File: src/rtl/seg_pkg.sv
// Purpose: shared seven-segment encoding for scanned display peripherals.
// Latency: n/a (constants and a pure function).
// Backpressure: n/a.
package seg_pkg;

  // All segments dark, active-high {g,f,e,d,c,b,a}.
  localparam logic [6:0] SEG_OFF = 7'h00;

  // Hex nibble to active-high {g,f,e,d,c,b,a}. 6 keeps segment a, 9 keeps segment d.
  function automatic logic [6:0] hex_to_seg(input logic [3:0] nib);
    logic [6:0] seg;
    case (nib)
      4'h0: seg = 7'h3F;
      4'h1: seg = 7'h06;
      4'h2: seg = 7'h5B;
      4'h3: seg = 7'h4F;
      4'h4: seg = 7'h66;
      4'h5: seg = 7'h6D;
      4'h6: seg = 7'h7D;
      4'h7: seg = 7'h07;
      4'h8: seg = 7'h7F;
      4'h9: seg = 7'h6F;
      4'hA: seg = 7'h77;
      4'hB: seg = 7'h7C;
      4'hC: seg = 7'h39;
      4'hD: seg = 7'h5E;
      4'hE: seg = 7'h79;
      default: seg = 7'h71;
    endcase
    return seg;
  endfunction

endpackage

File: src/rtl/seg_scan_display_if.sv
// Purpose: display register side (value/strobe/live controls) plus board pin side of the scanner.
// Latency: n/a (wiring only).
// Backpressure: none; load is a strobe that is always accepted.
interface seg_scan_display_if #(
  parameter int unsigned NUM_DIGITS = 4
);
  logic [4*NUM_DIGITS-1:0] value;
  logic                    load;
  logic [NUM_DIGITS-1:0]   dp_mask;
  logic [NUM_DIGITS-1:0]   digit_en;
  logic                    lz_suppress;
  logic [3:0]              brightness;
  logic [6:0]              sev_seg;
  logic [NUM_DIGITS-1:0]   an;
  logic                    dp;
  logic                    frame_start;

  modport master (
    output value, load, dp_mask, digit_en, lz_suppress, brightness,
    input  sev_seg, an, dp, frame_start
  );

  modport slave (
    input  value, load, dp_mask, digit_en, lz_suppress, brightness,
    output sev_seg, an, dp, frame_start
  );
endinterface

File: src/rtl/seg_scan_display_scan_tick_gen.sv
// Purpose: free-running slot divider; tick flags the last cycle of each TICK_DIV-cycle slot.
// Latency: tick is combinational from the registered counter.
// Backpressure: none; runs every cycle.
module scan_tick_gen #(
  parameter int unsigned TICK_DIV = 416667,
  localparam int unsigned CW = (TICK_DIV > 1) ? $clog2(TICK_DIV) : 1
) (
  input  logic          CLK,
  input  logic          rst,
  output logic          tick,
  output logic [CW-1:0] tick_cnt
);

  localparam logic [CW-1:0] LAST_CNT = CW'(TICK_DIV - 1);

  assign tick = (tick_cnt == LAST_CNT);

  // Count 0..TICK_DIV-1 and wrap on the tick cycle.
  always_ff @(posedge CLK) begin
    if (rst) begin
      tick_cnt <= '0;
    end else if (tick) begin
      tick_cnt <= '0;
    end else begin
      tick_cnt <= tick_cnt + 1'b1;
    end
  end

endmodule

File: src/rtl/seg_scan_display.sv
// Purpose: multiplexed N-digit seven-segment driver with frame-aligned update, LZ blanking and PWM dimming.
// Latency: pins are registered, one cycle after the scan/PWM state they reflect.
// Backpressure: none; load is always taken into staging and committed at the next frame wrap.
module seg_scan_display #(
  parameter int unsigned NUM_DIGITS = 4,
  parameter int unsigned TICK_DIV   = 416667,
  parameter int unsigned BLANK_CYC  = 64,
  parameter bit          ACTIVE_LOW = 1'b1
) (
  input  logic               CLK,
  input  logic               rst,
  seg_scan_display_if.slave  bus
);
  import seg_pkg::*;

  localparam int unsigned CW = (TICK_DIV > 1) ? $clog2(TICK_DIV) : 1;
  localparam int unsigned IW = (NUM_DIGITS > 1) ? $clog2(NUM_DIGITS) : 1;
  localparam logic [IW-1:0]         LAST_DIGIT = IW'(NUM_DIGITS - 1);
  localparam logic [CW-1:0]         BLANK_END  = CW'(BLANK_CYC);
  localparam logic [6:0]            SEG_POL    = ACTIVE_LOW ? 7'h7F : 7'h00;
  localparam logic [NUM_DIGITS-1:0] AN_POL     = ACTIVE_LOW ? '1 : '0;

  logic                         tick;
  logic [CW-1:0]                tick_cnt;
  logic [IW-1:0]                digit_idx;
  logic [3:0]                   pwm_cnt;
  logic                         wrap;

  logic [NUM_DIGITS-1:0][3:0]   stg_value;
  logic [NUM_DIGITS-1:0]        stg_dp;
  logic [NUM_DIGITS-1:0]        stg_en;
  logic                         pending;
  logic [NUM_DIGITS-1:0][3:0]   sh_value;
  logic [NUM_DIGITS-1:0]        sh_dp;
  logic [NUM_DIGITS-1:0]        sh_en;

  logic [NUM_DIGITS-1:0]        suppressed;
  logic                         slot_on;
  logic [NUM_DIGITS-1:0]        an_act;
  logic [6:0]                   seg_act;
  logic                         dp_act;

  scan_tick_gen #(
    .TICK_DIV (TICK_DIV)
  ) u_tick (
    .CLK      (CLK),
    .rst      (rst),
    .tick     (tick),
    .tick_cnt (tick_cnt)
  );

  assign wrap = tick && (digit_idx == LAST_DIGIT);

  // Step the scanned digit once per slot; PWM phase counter runs every cycle.
  always_ff @(posedge CLK) begin
    if (rst) begin
      digit_idx <= '0;
      pwm_cnt   <= 4'd0;
    end else begin
      if (tick) begin
        digit_idx <= (digit_idx == LAST_DIGIT) ? '0 : digit_idx + 1'b1;
      end
      pwm_cnt <= pwm_cnt + 4'd1;
    end
  end

  // Stage loads; commit to the displayed shadow only at a frame wrap so a frame is never torn.
  always_ff @(posedge CLK) begin
    if (rst) begin
      stg_value <= '0;
      stg_dp    <= '0;
      stg_en    <= '0;
      pending   <= 1'b0;
      sh_value  <= '0;
      sh_dp     <= '0;
      sh_en     <= '0;
    end else begin
      if (bus.load) begin
        stg_value <= bus.value;
        stg_dp    <= bus.dp_mask;
        stg_en    <= bus.digit_en;
      end
      if (wrap) begin
        // A load landing on the wrap cycle bypasses staging and shows in the frame just starting.
        if (bus.load) begin
          sh_value <= bus.value;
          sh_dp    <= bus.dp_mask;
          sh_en    <= bus.digit_en;
        end else if (pending) begin
          sh_value <= stg_value;
          sh_dp    <= stg_dp;
          sh_en    <= stg_en;
        end
        pending <= 1'b0;
      end else if (bus.load) begin
        pending <= 1'b1;
      end
    end
  end

  // Leading-zero map: a digit is blank when it and every higher nibble are zero; digit 0 always shows.
  always_comb begin
    logic zero_run;
    zero_run   = 1'b1;
    suppressed = '0;
    for (int i = int'(NUM_DIGITS) - 1; i >= 0; i--) begin
      zero_run      = zero_run && (sh_value[i] == 4'h0);
      suppressed[i] = bus.lz_suppress && zero_run && (i != 0);
    end
  end

  // Active-high pin values for the current scan position before polarity and registering.
  always_comb begin
    an_act  = '0;
    slot_on = (tick_cnt >= BLANK_END) && (pwm_cnt <= bus.brightness);
    if (slot_on) begin
      an_act[digit_idx] = 1'b1;
    end
    if (sh_en[digit_idx] && !suppressed[digit_idx]) begin
      seg_act = hex_to_seg(sh_value[digit_idx]);
    end else begin
      seg_act = SEG_OFF;
    end
    dp_act = sh_dp[digit_idx];
  end

  // Register pins with board polarity; reset drives everything dark.
  always_ff @(posedge CLK) begin
    if (rst) begin
      bus.sev_seg     <= SEG_POL;
      bus.an          <= AN_POL;
      bus.dp          <= ACTIVE_LOW;
      bus.frame_start <= 1'b0;
    end else begin
      bus.sev_seg     <= seg_act ^ SEG_POL;
      bus.an          <= an_act ^ AN_POL;
      bus.dp          <= dp_act ^ ACTIVE_LOW;
      bus.frame_start <= wrap;
    end
  end

endmodule

File: src/flat_wrapper.sv
// flat-port wrapper written by rule: the top's interface ports become plain ports
module seg_scan_display_flat import seg_pkg::*;
#(
  parameter int unsigned NUM_DIGITS = 4,
  parameter int unsigned TICK_DIV   = 416667,
  parameter int unsigned BLANK_CYC  = 64,
  parameter bit          ACTIVE_LOW = 1'b1
)
  (CLK, rst, bus_value, bus_load, bus_dp_mask, bus_digit_en, bus_lz_suppress, bus_brightness, bus_sev_seg, bus_an, bus_dp, bus_frame_start);
  seg_scan_display_if #(.NUM_DIGITS(NUM_DIGITS)) bus_i ();
  input  logic CLK;
  input  logic rst;
  input wire logic [$bits(bus_i.value)-1:0] bus_value;
  input wire logic [$bits(bus_i.load)-1:0] bus_load;
  input wire logic [$bits(bus_i.dp_mask)-1:0] bus_dp_mask;
  input wire logic [$bits(bus_i.digit_en)-1:0] bus_digit_en;
  input wire logic [$bits(bus_i.lz_suppress)-1:0] bus_lz_suppress;
  input wire logic [$bits(bus_i.brightness)-1:0] bus_brightness;
  output wire logic [$bits(bus_i.sev_seg)-1:0] bus_sev_seg;
  output wire logic [$bits(bus_i.an)-1:0] bus_an;
  output wire logic [$bits(bus_i.dp)-1:0] bus_dp;
  output wire logic [$bits(bus_i.frame_start)-1:0] bus_frame_start;
  assign bus_i.value = bus_value;
  assign bus_i.load = bus_load;
  assign bus_i.dp_mask = bus_dp_mask;
  assign bus_i.digit_en = bus_digit_en;
  assign bus_i.lz_suppress = bus_lz_suppress;
  assign bus_i.brightness = bus_brightness;
  assign bus_sev_seg = bus_i.sev_seg;
  assign bus_an = bus_i.an;
  assign bus_dp = bus_i.dp;
  assign bus_frame_start = bus_i.frame_start;
  seg_scan_display #(.NUM_DIGITS(NUM_DIGITS), .TICK_DIV(TICK_DIV), .BLANK_CYC(BLANK_CYC), .ACTIVE_LOW(ACTIVE_LOW)) u_core (.CLK(CLK), .rst(rst), .bus(bus_i));
endmodule
File: config.mk
export PLATFORM = sky130hd
export DESIGN_NAME = seg_scan_display_flat
export DESIGN_NICKNAME = d
export VERILOG_FILES = /design/src/rtl/seg_pkg.sv /design/src/rtl/seg_scan_display_if.sv /design/src/rtl/seg_scan_display_scan_tick_gen.sv /design/src/rtl/seg_scan_display.sv /design/src/flat_wrapper.sv
export SDC_FILE = /design/constraint.sdc
export NUM_CORES = 1
export LEC_CHECK = 0
export ABC_AREA = 1
export BUFFER_PORTS_ARGS = -buffer_cell sky130_fd_sc_hd__buf_2
export CAP_MARGIN = 10
export CORE_UTILIZATION = 50
export CTS_CLUSTER_DIAMETER = 80
export DETAILED_ROUTE_END_ITERATION = 7
export PLACE_DENSITY = 0.71
export REMOVE_ABC_BUFFERS = 1
export SLEW_MARGIN = 15
export SYNTH_ARGS = -nofsm -noshare
export SYNTH_HDL_FRONTEND = slang
export SYNTH_SLANG_ARGS = --single-unit
File: constraint.sdc
create_clock -name CLK -period 4.4 [get_ports CLK]
set_input_delay 0.44 -clock CLK [delete_from_list [all_inputs] [get_ports CLK]]
set_output_delay 0.44 -clock CLK [all_outputs]
set_load 0.02 [all_outputs]
# After elaboration in Yosys (flattened, before gate mapping)
# Memories as Yosys holds them, arrays and structs flattened.
# Cells that the tools add are included.
[classes]
addsub = 3
n_lt_le_gt_ge = 4
eq_ne = 2
n_bitwise = 3
muxes = 19
n_reduce_logical = 17
[op_table]
columns = ["operator", "n"]
rows = [
  ["two-way mux 16 bit", 2],
  ["two-way mux 4 bit", 6],
  ["adder 19 x 1 -> 19 bit, second input constant", 1],
  ["equality test 19 bit, second input constant", 1],
  ["greater-or-equal comparator 19 x 7 -> 1 bit, second input constant", 1],
  ["zero test 4 bit", 3],
  ["logical AND 1 bit", 9],
  ["binary-select mux 4 bit (select 2 bit)", 1],
  ["two-way mux 7 bit", 1],
  ["inverter 7 bit", 1],
  ["binary-select mux 1 bit (select 2 bit)", 3],
  ["adder 4 x 1 -> 4 bit, second input constant", 1],
  ["<= comparator 4 bit", 1],
  ["two-way mux 1 bit", 4],
  ["inverter 4 bit", 1],
  ["OR reduction 2 bit", 2],
  ["< comparator 2 x 3 -> 1 bit, second input constant", 1],
  ["adder 2 x 1 -> 2 bit, second input constant", 1],
  ["demux 1 bit (select 2 bit)", 1],
  ["equality test 2 bit, second input constant", 1],
  ["greater-or-equal comparator 2 x 1 -> 1 bit, second input constant", 1],
  ["two-way mux 2 bit", 1],
  ["AND reduction 2 bit", 1],
  ["nonzero test 2 bit", 1],
  ["other kinds (2)", 2],
]
[totals]
mem_bits_ro = 112
reg_bits = 87
elab_cells = 69
in_bits = 32
memories = 1
[memory_table]
columns = ["name", "words", "word_bits", "rd", "rd_clocked_by_memory_dff", "write_ports", "line", "text"]
rows = [
  ["(no name shown)", 16, 7, 1, 0, 0, "seg_pkg.sv:12", "case (nib)"],
]

# Depth between registers and ports, before layout
[logic_depth]
word_depth = 10
ltp_mapped = 12

# Cells and area by module
# From an unflattened synthesis, not the netlist that was laid out.
[unflattened]
hier_cells = 525
hier_area_um2 = 4149.0
[modules_own_cells]
columns = ["mod", "area_per_inst_um2", "seq_area_each_um2", "n_inst", "cells_each"]
rows = [
  ["seg_scan_display", 3041.7, 1361.3, 1, 371],
  ["scan_tick_gen", 1107.3, 380.4, 1, 154],
]

# Worst setup path before layout
# OpenSTA, ideal clock, no wires.
[synth_timing]
kind = "register to register"
startpoint = "reg u_core.digit_idx[0]"
endpoint = "reg u_core.bus.sev_seg[5]"
synth_period_minus_slack_ns = 1.673
required_ns = 4.269
arrival_ns = 1.542
path_buffers = 2
setup_slack_ns = 2.727
stages_incl_launch_ff = 13
cell_sequence = "dfxtp_1 > buf_4 > buf_2 > nand2_1 > o21ai_0 > nand2_1 > nand2_1 > inv_1 > ha_1 > nand2_1 > o21ai_0 > nand2_1 > nand3_1"
[synth_between]
elab_chain_len = 6
elab_cells_between_ends = 11
classes_between = "mux (7); bitwise (1); reduce/logical (2); memory (1)"
[synth_rtl]
columns = ["element", "line", "text"]
rows = [
  ["start: declaration", "seg_scan_display.sv:25", "logic [IW-1:0] digit_idx;"],
  ["start signal: assignment", "seg_scan_display.sv:61", "digit_idx <= (digit_idx == LAST_DIGIT) ? '0 : digit_idx + 1'b1;"],
  ["branches (longest 4 deep; another with memory read (16 x 7 bit))", "-", ""],
  ["two-way mux 7 bit (*)", "seg_scan_display.sv:119", "if (sh_en[digit_idx] && !suppressed[digit_idx]) begin"],
  ["inverter 7 bit (no line) (*)", "-", ""],
  ["end signal: assignment", "seg_scan_display.sv:135", "bus.sev_seg <= seg_act ^ SEG_POL;"],
  ["end: declaration", "seg_scan_display_if.sv:25", "output sev_seg, an, dp, frame_start"],
]
# Every way passes the cells marked *. The select of a mux whose other input is x is not followed.
# A chain may end at the register's enable or synchronous reset.

# Worst setup path after layout
[layout_timing]
startpoint = "in bus_load"
endpoint = "reg u_core.sh_value[4] (netlist name)"
[layout_between]
elab_chain_len = 2
elab_cells_between_ends = 3
classes_between = "mux (1); reduce/logical (2)"
[layout_rtl]
columns = ["element", "line", "text"]
rows = [
  ["start: declaration", "flat_wrapper.sv:14", "input wire logic [$bits(bus_i.load)-1:0] bus_load;"],
  ["nonzero test 2 bit (no line)", "-", ""],
  ["AND reduction 2 bit (no line)", "-", ""],
  ["end signal: assignment", "seg_scan_display.sv:86", "sh_value <= bus.value;"],
  ["end signal: assignment", "seg_scan_display.sv:90", "sh_value <= stg_value;"],
  ["end: declaration", "seg_scan_display.sv:33", "logic [NUM_DIGITS-1:0][3:0] sh_value;"],
]
# Several ways; a longest one is shown, not always the timed one.

==> tab_implementation.tex <==
\begin{tabular}{lr}
\hline
Metric & Value \\
\hline
\multicolumn{2}{l}{\textbf{Status}} \\
\quad Run status & complete, no violations \\
\multicolumn{2}{l}{\textbf{Clock tree}} \\
\quad Number of sinks handled by clock tree synthesis & 87 \\
\quad Hold-fix buffers, CTS & 0 \\
\quad Resized cells post-CTS & 0 \\
\quad Total setup buffers inserted after CTS & 0 \\
\quad Clock tree from TritonCTS & done \\
\quad Clock slew at reported path FFs & 0.09 ns \\
\quad Max clock buf depth & 2 \\
\quad CTS root buf & sky130\_fd\_sc\_hd\_\_clkbuf\_8 \\
\quad Insertion delay to the later sink of the worst-skew pair & 0.36 ns \\
\quad Clock buffers created by TritonCTS & 9 \\
\quad Max H-tree Level & 3 \\
\multicolumn{2}{l}{\textbf{Job}} \\
\quad Maximum Capacitance Violations & 0 \\
\multicolumn{2}{l}{\textbf{Layout}} \\
\quad Antenna cells & 0 \\
\quad Layout area overhead & 10.7\% \\
\quad Post-layout nets & 672 \\
\quad Layout cells sized above 1 & 15.6\% \\
\multicolumn{2}{l}{\textbf{Timing}} \\
\quad Unrepaired setup endpoints after global routing & false \\
\quad Time the final worst path needs with I/O delays and setup & 2.18 ns \\
\quad Worst max-slew margin expressed relative to the limit & 47.0\% \\
\quad Crit share post-route & 49.5\% \\
\quad Final-report max-slew violation count & 0 \\
\quad Sum of negative setup slack & 0 ns \\
\quad Worst path setup slack after routing & 2.22 ns \\
\quad Count of final setup violators & 0 \\
\quad Count of final hold-check violations & 0 \\
\quad Worst Max-Slew Pin Slew & 0.793 ns \\
\quad Worst hold margin & 0.335 ns \\
\quad Final clock skew & 0.00804 ns \\
\quad Fmax & 0.459 GHz \\
\multicolumn{2}{l}{\textbf{Place}} \\
\quad Post-Place Setup Slack & 1.85 ns \\
\quad Last weighted congestion value of the routability-driven placer & 0.839 \\
\quad IO buf count & 44 \\
\quad HPWL after DPL & 5680 um \\
\multicolumn{2}{l}{\textbf{Yosys}} \\
\quad Number of unique standard cell types used by synthesis & 30 \\
\quad Share of the yosys chip area belonging to registers & 40.6\% \\
\quad Combined area of all synthesized cells & 4290 um2 \\
\quad Mean area per synthesized cell & 7.33 um2 \\
\quad Number of flip-flops and latches in the synthesized netlist & 87 \\
\quad Syn. warnings & 0 \\
\quad Post-synthesis instance total & 585 \\
\multicolumn{2}{l}{\textbf{Setup path}} \\
\quad Depth of the most critical reg-to-reg path & 10 \\
\quad Start-to-end type of the worst setup path & input port to register \\
\quad Data arrival time at the worst-slack endpoint & 2.47 ns \\
\quad Startpoint types & input port \\
\quad Crit. End Element & register \\
\quad Largest fanout on the critical path & 25 \\
\quad Req. time, crit path & 4.69 ns \\
\multicolumn{2}{l}{\textbf{Drt}} \\
\quad Via count & 3562 \\
\quad Post-DR wirelength/cell & 11.1 um \\
\quad Average vias per placed instance & 4.87 \\
\quad Initial drt markers & 105 \\
\quad Number of nets with antenna violations after routing & 0 \\
\quad First-pass DRT Iterations & 4 \\
\quad Drt drc & 0 \\
\quad Wire length reported by the detailed router & 8120 um \\
\multicolumn{2}{l}{\textbf{Power}} \\
\quad Pwr per Cell Area & 306 nW/um2 \\
\quad Highest ir drop seen on vdd & 0.000193 V \\
\quad Power, Total & 1.45 mW \\
\quad Leakage & 2.10 nW \\
\multicolumn{2}{l}{\textbf{GRT}} \\
\quad Aggregate global-route resource usage & 20.4\% \\
\quad Largest net degree at the start of global routing & 33 \\
\quad GR Overflow Total & 0 \\
\quad Global-route wire length before repair & 14400 um \\
\quad Number of global-route vias before repair & 3368 \\
\quad Initial antenna violation count & 0 \\
\multicolumn{2}{l}{\textbf{Die}} \\
\quad Placeable core region & 8260 um2 \\
\quad Effective utilization at floorplan & 51.9\% \\
\quad I/O Pins & 45 \\
\quad Die outline area & 8950 um2 \\
\quad Die Y & 94.6 um \\
\quad Number of rows created at floorplan & 33 \\
\quad Die X & 94.6 um \\
\multicolumn{2}{l}{\textbf{Worst hold path}} \\
\quad Worst Hold Path Cells & 3 \\
\quad Tightest Hold Check Type & input port to register \\
\hline
\end{tabular}
-- cell families after synthesis --
group	synth area share, %
AND/OR/NAND/NOR	31.8
flip-flops	40.6
AO/OA/AOI/OAI	4.90
multiplexers	5.60
buffers and inverters	10.6
XOR/XNOR	1.23
adder cells (fa/ha/maj)	5.25
-- cell type report --
cell class                 instances  area, um2
clock buffer                       9        124
clock inverter                     7       72.6
fill                             825       3510
inverter                          91        342
multi-input combinational        386       2090
sequential                        87       1740
tap                              105        131
timing repair buffer              47        243
-- state kept, by name, indices dropped and copies added, names as in the netlist --
signal                  cells
u_core.sh_en                4
u_core.bus.an               4
u_core.stg_value           16
u_core.sh_dp                4
u_core.bus.dp               1
u_core.sh_value            16
u_core.bus.sev_seg          7
u_core.pending              1
u_core.stg_dp               4
u_core.stg_en               4
u_core.u_tick.tick_cnt     19
u_core.bus.frame_start      1
u_core.digit_idx            2
u_core.pwm_cnt              4
-- worst paths after layout --
kind                       start               endpoint  slack [ns]
max                     bus_load     u_core.sh_value[4]        2.22
min                 bus_value[8]    u_core.stg_value[8]        0.34
max reg2reg  u_core.digit_idx[0]  u_core.bus.sev_seg[5]        2.31
min reg2reg    u_core.pwm_cnt[0]      u_core.pwm_cnt[0]        0.47
-- critical path, cell delays in order --
cell	delay [ns]
sky130_fd_sc_hd__buf_2	0.07
sky130_fd_sc_hd__buf_4	0.36
sky130_fd_sc_hd__nor2_1	0.12
sky130_fd_sc_hd__inv_1	0.60
sky130_fd_sc_hd__nand4_4	0.53
sky130_fd_sc_hd__nand2_1	0.18
sky130_fd_sc_hd__inv_1	0.05
sky130_fd_sc_hd__nor2_1	0.09
-- per-layer routing --
| layer | wire length, um | GRT usage [%] |
|---|---|---|
| met1 | 3870 | 25.2 |
| met2 | 3790 | 34.6 |
| met3 | 294 | 3.22 |
| met4 | 165 | 10.1 |
| met5 | 0 | 0 |
-- cell usage after synthesis --
master	count	area share, %
sky130_fd_sc_hd__a21oi_1	18	2.1
sky130_fd_sc_hd__buf_1	4	0.35
sky130_fd_sc_hd__buf_2	7	0.82
sky130_fd_sc_hd__buf_4	1	0.18
sky130_fd_sc_hd__buf_6	3	0.79
sky130_fd_sc_hd__clkbuf_1	6	0.53
sky130_fd_sc_hd__clkinv_1	1	0.087
sky130_fd_sc_hd__dfxtp_1	87	41
sky130_fd_sc_hd__ha_1	18	5.3
sky130_fd_sc_hd__inv_1	85	7.4
sky130_fd_sc_hd__inv_2	5	0.44
sky130_fd_sc_hd__mux2i_1	24	5.6
sky130_fd_sc_hd__nand2_1	107	9.4
sky130_fd_sc_hd__nand2_2	22	3.2
sky130_fd_sc_hd__nand3_1	34	4.0
sky130_fd_sc_hd__nand3_2	1	0.23
sky130_fd_sc_hd__nand4_1	27	3.9
sky130_fd_sc_hd__nand4_4	1	0.50
sky130_fd_sc_hd__nor2_1	83	7.3
sky130_fd_sc_hd__nor2_2	3	0.44
sky130_fd_sc_hd__nor2_4	3	0.79
sky130_fd_sc_hd__nor3_1	12	1.4
sky130_fd_sc_hd__nor3b_1	2	0.35
sky130_fd_sc_hd__nor4_1	1	0.15
sky130_fd_sc_hd__o211ai_1	1	0.18
sky130_fd_sc_hd__o21a_1	1	0.18
sky130_fd_sc_hd__o21ai_0	21	2.5
sky130_fd_sc_hd__or2_0	1	0.15
sky130_fd_sc_hd__xnor2_1	1	0.20
sky130_fd_sc_hd__xor2_1	5	1.0
-- cell usage in the layout, fill, tap and decap left out, drive strengths merged, types with 18 or more instances in the layout --
cell type and instances:
a21oi 18, buf 47, dfxtp 87, ha 18, inv 91, mux2i 24, nand2 129, nand3 35
nand4 28, nor2 89, o21ai 21
-- metrics by stage --
step	std cells	instance area, um2	utilization (%)
after floorplan	564	4170	-
after global placement	716	4550	55.1
after detailed placement	716	4550	55.1
after CTS	732	4740	57.4
after global routing	732	4740	57.4
final	732	4740	57.4
-- power breakdown --
part,total (mW),internal [mW],switching [mW]
clock,0.554,0.263,0.291
sequential,0.813,0.805,0.00819
combinational,0.0859,0.0356,0.0502
total,1.45,1.10,0.349
No activity file was read; power rests on OpenSTA's default activity.
